$ cat src/rtl/core_run_ctrl_pkg.sv
// core_run_pkg: state encodings and defaults shared by the run controller.
package core_run_pkg;
    localparam int RUN_ST_BIT = 3;
    localparam logic [RUN_ST_BIT-1:0] RUN_ST_IDLE   = 3'd0;
    localparam logic [RUN_ST_BIT-1:0] RUN_ST_RUN    = 3'd1;
    localparam logic [RUN_ST_BIT-1:0] RUN_ST_STEP   = 3'd2;
    localparam logic [RUN_ST_BIT-1:0] RUN_ST_PAUSED = 3'd3;
    localparam logic [RUN_ST_BIT-1:0] RUN_ST_HALTED = 3'd4;
    localparam int CNT_W_DEF = 32;
endpackage

$ cat src/rtl/core_run_ctrl_sat_counter.sv
// sat_counter: saturating up-counter, clear wins over increment.
module sat_counter #(
    parameter int W = 8
) (
    input  logic         clk,
    input  logic         rst_n,
    input  logic         clr,
    input  logic         inc,
    output logic [W-1:0] q
);
    always_ff @(posedge clk or posedge rst_n) begin
        if (rst_n)
            q <= '0;
        else if (clr)
            q <= '0;
        else if (inc && q != '1)
            q <= q + 1'b1;
    end
endmodule

$ cat src/rtl/core_run_ctrl.sv
// core_run_ctrl: run/step/breakpoint sequencer driving the CPU enable, plus perf counters.
module core_run_ctrl
    import core_run_pkg::*;
#(
    parameter int CNT_W = CNT_W_DEF
) (
    input  logic                  clk,
    input  logic                  rst_n,
    input  logic                  cmd_run,
    input  logic                  cmd_step,
    input  logic                  cmd_pause,
    input  logic                  cnt_clr,
    input  logic                  bp_en,
    input  logic [31:0]           bp_addr,
    input  logic [31:0]           pc_dbg,
    input  logic                  halted,
    input  logic                  jumped,
    input  logic                  branched,
    input  logic                  bubble,
    output logic                  core_en,
    output logic [RUN_ST_BIT-1:0] state,
    output logic                  bp_hit,
    output logic [CNT_W-1:0]      cycle_cnt,
    output logic [CNT_W-1:0]      bubble_cnt,
    output logic [CNT_W-1:0]      branch_cnt,
    output logic [CNT_W-1:0]      jump_cnt
);
    logic [RUN_ST_BIT-1:0] r_state;
    logic [RUN_ST_BIT-1:0] w_state_nxt;
    logic                  r_bp_skip;
    logic                  r_bp_hit;
    logic                  w_bp_stop;
    logic                  w_leave_paused;

    assign w_bp_stop      = (r_state == RUN_ST_RUN) && bp_en && (pc_dbg == bp_addr) && !r_bp_skip;
    assign core_en        = ((r_state == RUN_ST_RUN) && !w_bp_stop) || (r_state == RUN_ST_STEP);
    assign w_leave_paused = (r_state == RUN_ST_PAUSED) && (w_state_nxt != RUN_ST_PAUSED);
    assign state          = r_state;
    assign bp_hit         = r_bp_hit;

    always_comb begin
        w_state_nxt = r_state;
        case (r_state)
            RUN_ST_IDLE, RUN_ST_PAUSED:
                w_state_nxt = cmd_pause ? r_state : cmd_step ? RUN_ST_STEP : cmd_run ? RUN_ST_RUN : r_state;
            RUN_ST_RUN:
                w_state_nxt = (halted && core_en) ? RUN_ST_HALTED :
                              (w_bp_stop || cmd_pause) ? RUN_ST_PAUSED : RUN_ST_RUN;
            RUN_ST_STEP:
                w_state_nxt = halted ? RUN_ST_HALTED : RUN_ST_PAUSED;
            RUN_ST_HALTED:
                w_state_nxt = RUN_ST_HALTED;
            default:
                w_state_nxt = RUN_ST_IDLE;
        endcase
    end

    // Skip stays armed until the core has actually moved off the breakpoint address.
    always_ff @(posedge clk or posedge rst_n) begin
        if (rst_n) begin
            r_state   <= RUN_ST_IDLE;
            r_bp_skip <= 1'b0;
            r_bp_hit  <= 1'b0;
        end else begin
            r_state   <= w_state_nxt;
            r_bp_skip <= w_leave_paused ? 1'b1 : (core_en && pc_dbg != bp_addr) ? 1'b0 : r_bp_skip;
            r_bp_hit  <= w_bp_stop ? 1'b1 : w_leave_paused ? 1'b0 : r_bp_hit;
        end
    end

    sat_counter #(.W(CNT_W)) u_cycle_cnt (
        .clk(clk), .rst_n(rst_n), .clr(cnt_clr), .inc(core_en), .q(cycle_cnt)
    );
    sat_counter #(.W(CNT_W)) u_bubble_cnt (
        .clk(clk), .rst_n(rst_n), .clr(cnt_clr), .inc(core_en && bubble), .q(bubble_cnt)
    );
    sat_counter #(.W(CNT_W)) u_branch_cnt (
        .clk(clk), .rst_n(rst_n), .clr(cnt_clr), .inc(core_en && branched), .q(branch_cnt)
    );
    sat_counter #(.W(CNT_W)) u_jump_cnt (
        .clk(clk), .rst_n(rst_n), .clr(cnt_clr), .inc(core_en && jumped), .q(jump_cnt)
    );
endmodule

$ cat config.mk
export PLATFORM = sky130hd
export DESIGN_NAME = core_run_ctrl
export DESIGN_NICKNAME = d
export VERILOG_FILES = /design/src/rtl/core_run_ctrl_pkg.sv /design/src/rtl/core_run_ctrl_sat_counter.sv /design/src/rtl/core_run_ctrl.sv
export SDC_FILE = /design/constraint.sdc
export NUM_CORES = 1
export LEC_CHECK = 0
export ABC_AREA = 1
export CAP_MARGIN = 5
export CORE_UTILIZATION = 46
export CTS_CLUSTER_SIZE = 28
export DETAILED_ROUTE_END_ITERATION = 7
export PLACE_DENSITY = 0.79
export SYNTH_ARGS = -nofsm -noshare
export SYNTH_HDL_FRONTEND = slang
export SYNTH_SLANG_ARGS = --single-unit
$ cat constraint.sdc
create_clock -name clk -period 4.4 [get_ports clk]
set_clock_uncertainty 0.15 [all_clocks]
set_input_delay 0.88 -clock clk [delete_from_list [all_inputs] [get_ports clk]]
set_output_delay 0.88 -clock clk [all_outputs]
set_load 0.05 [all_outputs]
# [After elaboration in Yosys (flattened, before gate mapping)]
# Cells that the tools add are included.
[classes] addsub=4 multipliers=0 div=0 magnitude_cmp=0 n_eq_ne=11 shift=0 n_mux=19 n_bitwise=0 n_reduce_logical=26
[ops] op="32-bit 2-to-1 mux" n=8
[ops] op="32-bit by 1-bit adder with 32-bit output, second input constant" n=4
[ops] op="32-bit != test, second input constant" n=4
[ops] op="32-bit equality test" n=1
[ops] op="32-bit != test" n=1
[ops] op="3-bit 2-to-1 mux" n=5
[ops] op="1-bit logical AND" n=14
[ops] op="3-bit case mux with 4 select lines" n=1
[ops] op="2-bit nonzero test" n=6
[ops] op="3-bit by 2-bit equality test with 1-bit output, second input constant" n=2
[ops] op="1-bit 2-to-1 mux" n=4
[ops] op="3-bit by 1-bit equality test with 1-bit output, second input constant" n=1
[ops] op="3-bit equality test, second input constant" n=1
[ops] op="3-bit zero test" n=1
[ops] op="3-bit by 2-bit != test with 1-bit output, second input constant" n=1
[ops] op="1-bit zero test" n=2
[ops] op="1-bit logical OR" n=2
[ops] op="2-bit 2-to-1 mux" n=1
[ops] op="2-bit OR reduction" n=1
[word_totals] reg_bits=133 latchBits=0 mem_bits_rw=0 mem_bits_ro=0 inputBits=75 memories=0

# [Logic depth before layout (Yosys ltp)]
# Gate-level depths: netlist of the first run.
[logic_depth] ltp_word=14 depth_mapped=17 ltp_nobuf=17

# [By module]
# A second synthesis of the first run with hierarchy kept.
[unflattened] cells_unflattened=1593 area_unflattened_um2=9970.8
[modules_own_cells] mod="sat_counter" n_inst=4 cells_each=360 area_each_um2=2274.7 seq_area_each_um2=800.8
[modules_own_cells] mod="core_run_ctrl" n_inst=1 cells_each=153 area_each_um2=872.1 seq_area_each_um2=125.1

# [Worst setup path after synthesis of the first run]
# Ideal clock, no wire load.
[synth_path] path_type="in2out" start="input bp_addr[11]" end="output core_en" t_arrival_ns=1.720 setup_slack_ns=1.650 path_stages=8 cell_sequence="xnor2_1 -> nand2_1 -> nor2_1 -> nand2_1 -> nor2_1 -> nand3_1 -> nand2_2 -> nand2_4"
[synth_via] elab_chain_len=6
[synth_lines] item="start: declaration" line_no="core_run_ctrl.sv:14" text="input logic [31:0] bp_addr,"
[synth_lines] item="32-bit equality test" line_no="core_run_ctrl.sv:35" text="assign w_bp_stop = (r_state == RUN_ST_RUN) && bp_en && (pc_dbg == bp_addr) && !r_bp_skip;"
[synth_lines] item="1-bit logical AND (2 in a row)" line_no="core_run_ctrl.sv:35"
[synth_lines] item="1-bit zero test" line_no="core_run_ctrl.sv:36" text="assign core_en = ((r_state == RUN_ST_RUN) && !w_bp_stop) || (r_state == RUN_ST_STEP);"
[synth_lines] item="1-bit logical AND" line_no="core_run_ctrl.sv:36"
[synth_lines] item="1-bit logical OR" line_no="core_run_ctrl.sv:36"
[synth_lines] item="end: declaration" line_no="core_run_ctrl.sv:20" text="output logic core_en,"
# Every way passes these cells.

# [Worst setup path in the final report of the first run]
[layout_path] start="input pc_dbg[8]" end="output core_en"
[layout_via] elab_chain_len=6
[layout_lines] item="start: declaration" line_no="core_run_ctrl.sv:15" text="input logic [31:0] pc_dbg,"
[layout_lines] item="32-bit equality test" line_no="core_run_ctrl.sv:35"
[layout_lines] item="1-bit logical AND (2 in a row)" line_no="core_run_ctrl.sv:35"
[layout_lines] item="1-bit zero test" line_no="core_run_ctrl.sv:36"
[layout_lines] item="1-bit logical AND" line_no="core_run_ctrl.sv:36"
[layout_lines] item="1-bit logical OR" line_no="core_run_ctrl.sv:36"
# Every way passes these cells.

==> metrics, run 1 <==
Synth Cell Area 8940 um^2; post-layout utilization of the core 62.36%; Yosys cell types 50; CP Capture Type output pin; Tcrit/Tclk final 89.75%; synth-to-layout area growth 31.80%; total CTS buffers 17; via count 9498; Core Area 18890 um^2; global-route wire length before repair 43200 um; design area 11780 um^2; Seq/Total Area, Yosys 37.23%; port bufs 207; initial antenna violation count 0; slowest stage cell on the critical path clkdlybuf4s50_1; run status completed; Placed Cells 1708; switching share of power 33.46%; clock share of power 38.1%; Die Width 141.4 um; PwrDens 296.0 nW/um^2; CP Max Fanout 3; minimum clock period 3949 ps; total power draw 0.003488 W; worst-case vdd ir drop 0.0003037 V; Avg Inst Size Synth 7.067 um^2; pin count of the biggest net entering global routing 68; total grt overflow 0; number of global-route vias before repair 8766; final hold vios 0; Avg WL per Cell 15.16 um; Post-CTS Setup Repair Bufs 0; Fmax 253.2 MHz; DP HPWL 19740 um; Iter 0 DRT Violations 691; Logic pwr share 24.2%; Starting Density 47.32%; Post-synth EDFFs 0; RSZ-0062 raised after global routing false; final cell count without fillers 1740; NumNets Final 1546; Max-Slew Margin vs Limit 42.48%; Least-Margin Pin Slew 861.1 ps; GP Congestion 0.9307; CTS clk-pin slew, worst paths 60 ps; PostCTS Resize Cnt 0; antenna-violating nets left 0; Cell Int Power 0.002321 W; Max Used Layer met4; endpoints failing setup 0; WP buf/inv 2; ys flop type dfrtp_1; num ports 208; Routed met2 length 12810 um; Pins Over Slew Limit 0; Max-Cap Viols 0; DR WL met3 1680 um; Reg power frac 37.7%; Hold Crit Class reg -> reg; CTS root buffer clkbuf_16; data arrival time of the worst path 2920 ps; Vias/cell 5.459; synthesized flop and latch total 133; drt pass-1 iters 5; Ys Warns 0; async set-reset flop share out of synthesis 100.0%; Sw Pwr 0.001167 W; crit-path cells clkdlybuf4s50_1 > xnor2_1 > nand2_1 > nor2_1 > nand2_1 > nor2_1 > nand3_1 > nand2_2 > nand2_4 > clkdlybuf4s50_1; leakage power total 4.508 nW; CTS Buffer Depth 2; share of post-route cells with drive strength above 1 5.541%; CTS Hold Buffers Added 0; Row Count 50; worst setup path class in -> out; Clock Sinks 133; # DRC 0; syn_nets 1344; CTS tree built; latest clock arrival within the worst-skew pair 410 ps; crit start category primary input; delay-heaviest family, CP buffers and inverters; htree depth 4; setup TNS 0 ps; GRT Total Usage 27.06%; wl on met1 11410 um; Crit path largest cell delay 700 ps; chip height 141.4 um; WP data required 3370 ps; placed inst area 11230 um^2; R2R setup slack 1620 ps; post-synthesis instance total 1265; # diodes 0; Die ar. 20000 um^2; Post-Route WL 26380 um
path summary, 6_finish.rpt:
check / cells past startpoint / startpoint / end
worst max-delay path: 10 / pc_dbg[8] / core_en
worst min-delay path: 2 / r_bp_skip / r_bp_skip
worst max register to register: 9 / state[1] / u_cycle_cnt.q[30]
worst min register to register: 2 / r_bp_skip / r_bp_skip
max in group asynchronous: 3 / rst_n / u_jump_cnt.q[31]
min in group asynchronous: 2 / rst_n / u_branch_cnt.q[7]
state kept, by name, indices dropped and copies added, names as in the netlist:
| signal | count |
|---|---|
| u_bubble_cnt.q | 32 |
| bp_hit | 1 |
| u_cycle_cnt.q | 32 |
| r_bp_skip | 1 |
| u_branch_cnt.q | 32 |
| state | 3 |
| u_jump_cnt.q | 32 |
synthesized netlist by cell type, types with 3 or more instances:
cell        n  area [um^2]
nand4_1    57        356.6
nand3_1    66        330.3
o21ai_1    39        195.2
xor2_1     40        350.3
nor4_1     24        150.1
nand2_4     3        33.78
clkbuf_1   10        37.54
nor3_2      5        50.05
ha_1        4        50.05
buf_6       5        56.30
nor2_1    162        608.1
or2_2       3        18.77
and3_1      3        18.77
dfrtp_1   133         3328
o31ai_1    17        127.6
inv_2       6        22.52
nor3b_1     4        30.03
nand2_2     7        43.79
nand2_1   289         1085
buf_1       7        26.28
inv_1     155        581.8
a21oi_1    31        155.2
xnor2_1    25        219.0
buf_2       6        30.03
nor3_4      4        65.06
o21ai_0    55        275.3
nor3_1     73        365.4
routing by layer:
layer / vias up / track usage (%)
met2: 381 / 45.65
met5: - / 0
met4: 0 / 8.376
met3: 43 / 4.185
li1: 4601 / -
met1: 4473 / 35.78
power groups by stage:
| stage | clock [W] | combinational (W) | sequential [W] |
|---|---|---|---|
| floorplan | 0 | 0.000468 | 0.00146 |
| global placement | 0 | 0.000831 | 0.00133 |
| detailed placement | 0 | 0.000842 | 0.00134 |
| CTS | 0.00135 | 0.000846 | 0.00131 |
| global route | 0.00141 | 0.000918 | 0.00132 |
| finish | 0.00133 | 0.000845 | 0.00132 |
tightest hold or removal path, stage by stage, from the launching register on:
cell,delay [ps]
dfrtp_1,360
nand2_1,60
nand2_1,60
cells by family after synthesis:
group | count (synthesis) | share of synthesized area, %
AND/OR/NAND/NOR | 716 | 37.41
buffers and inverters | 194 | 8.971
AO/OA/AOI/OAI | 153 | 9.461
flip-flops | 133 | 37.23
XOR/XNOR | 65 | 6.368
adder cells (fa/ha/maj) | 4 | 0.5599
layout make-up:
cell class                 instances  area, um^2
multi-input combinational        938        4810
clock inverter                     6       43.79
timing repair buffer             214        2145
inverter                         163       621.8
sequential                       133        3328
clock buffer                      26       509.2
fill                            1756        7111
tap                              260       325.3
placed cells by master (no fill, tap or decap), types with 24 or more instances in the layout:
| cell | netlist | layout |
|---|---|---|
| o21ai_0 | 55 | 55 |
| dfrtp_1 | 133 | 133 |
| inv_1 | 155 | 154 |
| xor2_1 | 40 | 40 |
| a21oi_1 | 31 | 31 |
| clkdlybuf4s50_1 | 0 | 206 |
| nand2_1 | 289 | 289 |
| nand3_1 | 66 | 66 |
| nand4_1 | 57 | 57 |
| nor2_1 | 162 | 162 |
| o21ai_1 | 39 | 39 |
| nor4_1 | 24 | 24 |
| xnor2_1 | 25 | 25 |
| nor3_1 | 73 | 73 |
through the flow:
step | hold slack [ps] | worst slack [ps]
CTS | 355.4 | 421.0
finish | 351.9 | 451.2
global route | 377.3 | 276.9
floorplan | 319.1 | 1650
detailed placement | 342.8 | 432.5
global placement | 340.6 | 444.1
Power figures use the tool's default switching activity.
==> run 2: changes to the inputs <==
--- a/config.mk
+++ b/config.mk
@@ -7,10 +7,11 @@
 export LEC_CHECK = 0
 export ABC_AREA = 1
 export CAP_MARGIN = 5
-export CORE_UTILIZATION = 46
+export CORE_UTILIZATION = 47
 export CTS_CLUSTER_SIZE = 28
 export DETAILED_ROUTE_END_ITERATION = 7
-export PLACE_DENSITY = 0.79
+export PLACE_DENSITY = 0.76
 export SYNTH_ARGS = -nofsm -noshare
 export SYNTH_HDL_FRONTEND = slang
+export SYNTH_HIERARCHICAL = 1
 export SYNTH_SLANG_ARGS = --single-unit
==> constraint.sdc (replaced) <==
create_clock -name clk -period 3.72 [get_ports clk]
set_clock_uncertainty 0.15 [all_clocks]
set_input_delay 0.744 -clock clk [delete_from_list [all_inputs] [get_ports clk]]
set_output_delay 0.744 -clock clk [all_outputs]
set_load 0.05 [all_outputs]
==> run 2 against run 1 <==
  * Non-clock buffer count is 14 higher
  * Wire length is 10% higher
  * Final cell count is 20% higher
  * Total power is 19% higher
  * Synthesized cell count is 26% higher
  * Worst setup slack worse by 59 ps
  * Worst hold slack better by 3.0 ps
  * Sequential power is 16% higher
  * Global-route usage is 0.28 points higher
  * Design area is 9.2% higher
  * Critical path type unchanged
  * Largest power group unchanged
==> metrics, run 2 <==
min-delay src bp_hit; Die Width 147.7 um; data arrival time of the worst path 2430 ps; Compound-Gate Fraction of Synth Area 5.672%; post-synthesis mux area share 0%; Post-Synth XOR/XNOR Area 3.250%; setup TNS 0 ps; most frequent cell after synthesis nand2_1; Adder-Cell Fraction of Synth Area 0.5019%; chip height 147.7 um; Synth area leaders dfrtp_1, nand2_1, nor2_1; placed inst area 12320 um^2; CTS Hold Buffers Added 0; CTS root buffer clkbuf_16; R2R cell count 11; Synth Cell Area 9971 um^2; Die ar. 21800 um^2; Placed Cells 2059; Avg Inst Size Synth 6.259 um^2; htree depth 4; simple-gate share of the synthesized area 48.54%; share of post-route cells with drive strength above 1 7.477%; antenna-violating nets left 0; initial antenna violation count 0; # fillers 1954; syn_nets 1672; number of global-route vias before repair 10.20k; Clock Sinks 133; DP HPWL 21590 um; timing startpoint of the critical path bp_addr[0]; Avg WL per Cell 13.89 um; Post-Route WL 29010 um; GRT Total Usage 27.34%; Least-Margin Pin Slew 660.6 ps; leakage power total 5.850 nW; largest family of logic cells by synthesized area simple AND/OR/NAND/NOR gates; CTS clk-pin slew, worst paths 50 ps; Iter 0 DRT Violations 590; synthesized flop and latch total 133; Vias/cell 5.142; CP Capture Type output pin; CTS tree built; PwrDens 323.1 nW/um^2; total CTS buffers 17; pin count of the biggest net entering global routing 33; Max-Cap Viols 0; num ports 208; RSZ-0062 raised after global routing false; Hold Crit Class reg -> reg; Core Area 20490 um^2; leading area contributor after synthesis dfrtp_1; Fmax 300.5 MHz; Post-CTS Setup Repair Bufs 0; crit path capture core_en; Worst R2R End u_branch_cnt/q[1]; design area 12870 um^2; Row Count 52; post-synthesis instance total 1593; minimum clock period 3328 ps; CTS Buffer Depth 2; crit start category primary input; via count 10.74k; # DRC 0; R2R setup slack 1150 ps; final hold vios 0; latest clock arrival within the worst-skew pair 420 ps; port bufs 207; DP Worst Slack 358.1 ps; commonest cells in the netlist nand2_1, nor2_1, inv_1, dfrtp_1, nand3_1; post-layout utilization of the core 62.80%; post-route setup slack 392.1 ps; global-route wire length before repair 48270 um; Seq/Total Area, Yosys 33.38%; Worst R2R Start state[1]; most common cell after layout, fill and taps aside nand2_1; NumNets Final 1887; ys flop type dfrtp_1; final cell count without fillers 2089; async set-reset flop share out of synthesis 100.0%; Post-synth EDFFs 0; Max-Slew Margin vs Limit 55.91%; worst-case vdd ir drop 0.0003073 V; run status completed; WP data required 2830 ps; CP Max Fanout 5; Starting Density 48.65%; most frequent cells in the layout nand2_1, nor2_1, clkdlybuf4s50_1; share of the synthesized area in the top cell type 33.38%; worst setup path class in -> out; PostCTS Resize Cnt 0; total grt overflow 0; GP Congestion 0.9122; synth-to-layout area growth 29.09%; hold path depth 2; drt pass-1 iters 5; Yosys cell types 35; # diodes 0; Ys Warns 6; Tcrit/Tclk final 89.46%; endpoints failing setup 0; Pins Over Slew Limit 0
==> run 2: changes by cell type in the layout (fill, tap and decap cells not counted), sizes merged, moves of 26 or more <==
cell,previous run,this run
xor2,40,12
nor3,82,10
nand2,301,670
nor2,165,255
nand3,68,124
nor4,27,0
o21ai,94,68
==> run 2: cell type report <==
type	instances	area [um^2]	share of cell area, %
Clock inverter	9	80.08	0.6221
Timing Repair Buffer	228	2222	17.26
Clock buffer	21	470.5	3.655
Tap cell	270	337.8	2.625
Multi-Input combinational cell	1254	5779	44.90
Inverter	174	653.1	5.074
Sequential cell	133	3328	25.86
==> run 2: metal layers <==
layer | up-vias | part of all wire [%] | global-route usage (%)
met2 | 345 | 48 | 46.70
met3 | 27 | 6.3 | 5.401
met4 | 0 | 1.5 | 8.454
li1 | 5397 | - | -
met1 | 4973 | 44 | 34.73
met5 | - | 0 | 0
==> run 2: worst max-delay path, cell delays in order <==
cell	delay [ps]
clkdlybuf4s50_1	420
xnor2_1	260
nand2_1	90
nor2_1	110
nand2_1	70
nor2_2	150
nand3_2	130
nand2_2	150
nand2_4	110
buf_4	210
==> run 2: cell families (layout without fill, tap and decap cells) <==
group	count (synthesis)	in the layout
buf+inv	206	432
xor+xnor	37	37
fa+ha+maj	4	4
compound gates	97	97
simple gates	1116	1116
flops	133	133
==> run 2: metrics by stage <==
step / hold slack [ps] / power (W)
2_1_floorplan: 319.1 / 0.002236
3_3_place_gp: 316.6 / 0.002560
3_5_place_dp: 340.1 / 0.002572
4_1_cts: 352.7 / 0.004187
5_1_grt: 393.7 / 0.004336
6_report: 354.9 / 0.004159
==> run 2: worst min-delay path by stage <==
stage                           end  slack (ps)
after floorplan           r_bp_skip         320
after global placement       bp_hit         320
after detailed placement     bp_hit         340
after CTS                    bp_hit         350
after global routing         bp_hit         390
final                        bp_hit         350
==> run 2: report_power, final <==
part           switching [W]  leakage (nW)  internal (W)
registers          0.0000482          1.85       0.00149
logic               0.000699          3.73      0.000313
clock network       0.000653         0.263      0.000959
total                0.00140          5.85       0.00276
==> run 3: changes to the inputs <==
--- a/config.mk
+++ b/config.mk
@@ -8,7 +8,7 @@
 export ABC_AREA = 1
 export CAP_MARGIN = 5
 export CORE_UTILIZATION = 47
-export CTS_CLUSTER_SIZE = 28
+export CTS_CLUSTER_SIZE = 24
 export DETAILED_ROUTE_END_ITERATION = 7
 export PLACE_DENSITY = 0.76
 export SYNTH_ARGS = -nofsm -noshare
==> results of run 3 <==
The final DEF is identical to that of run 2; final timing and power are the same.
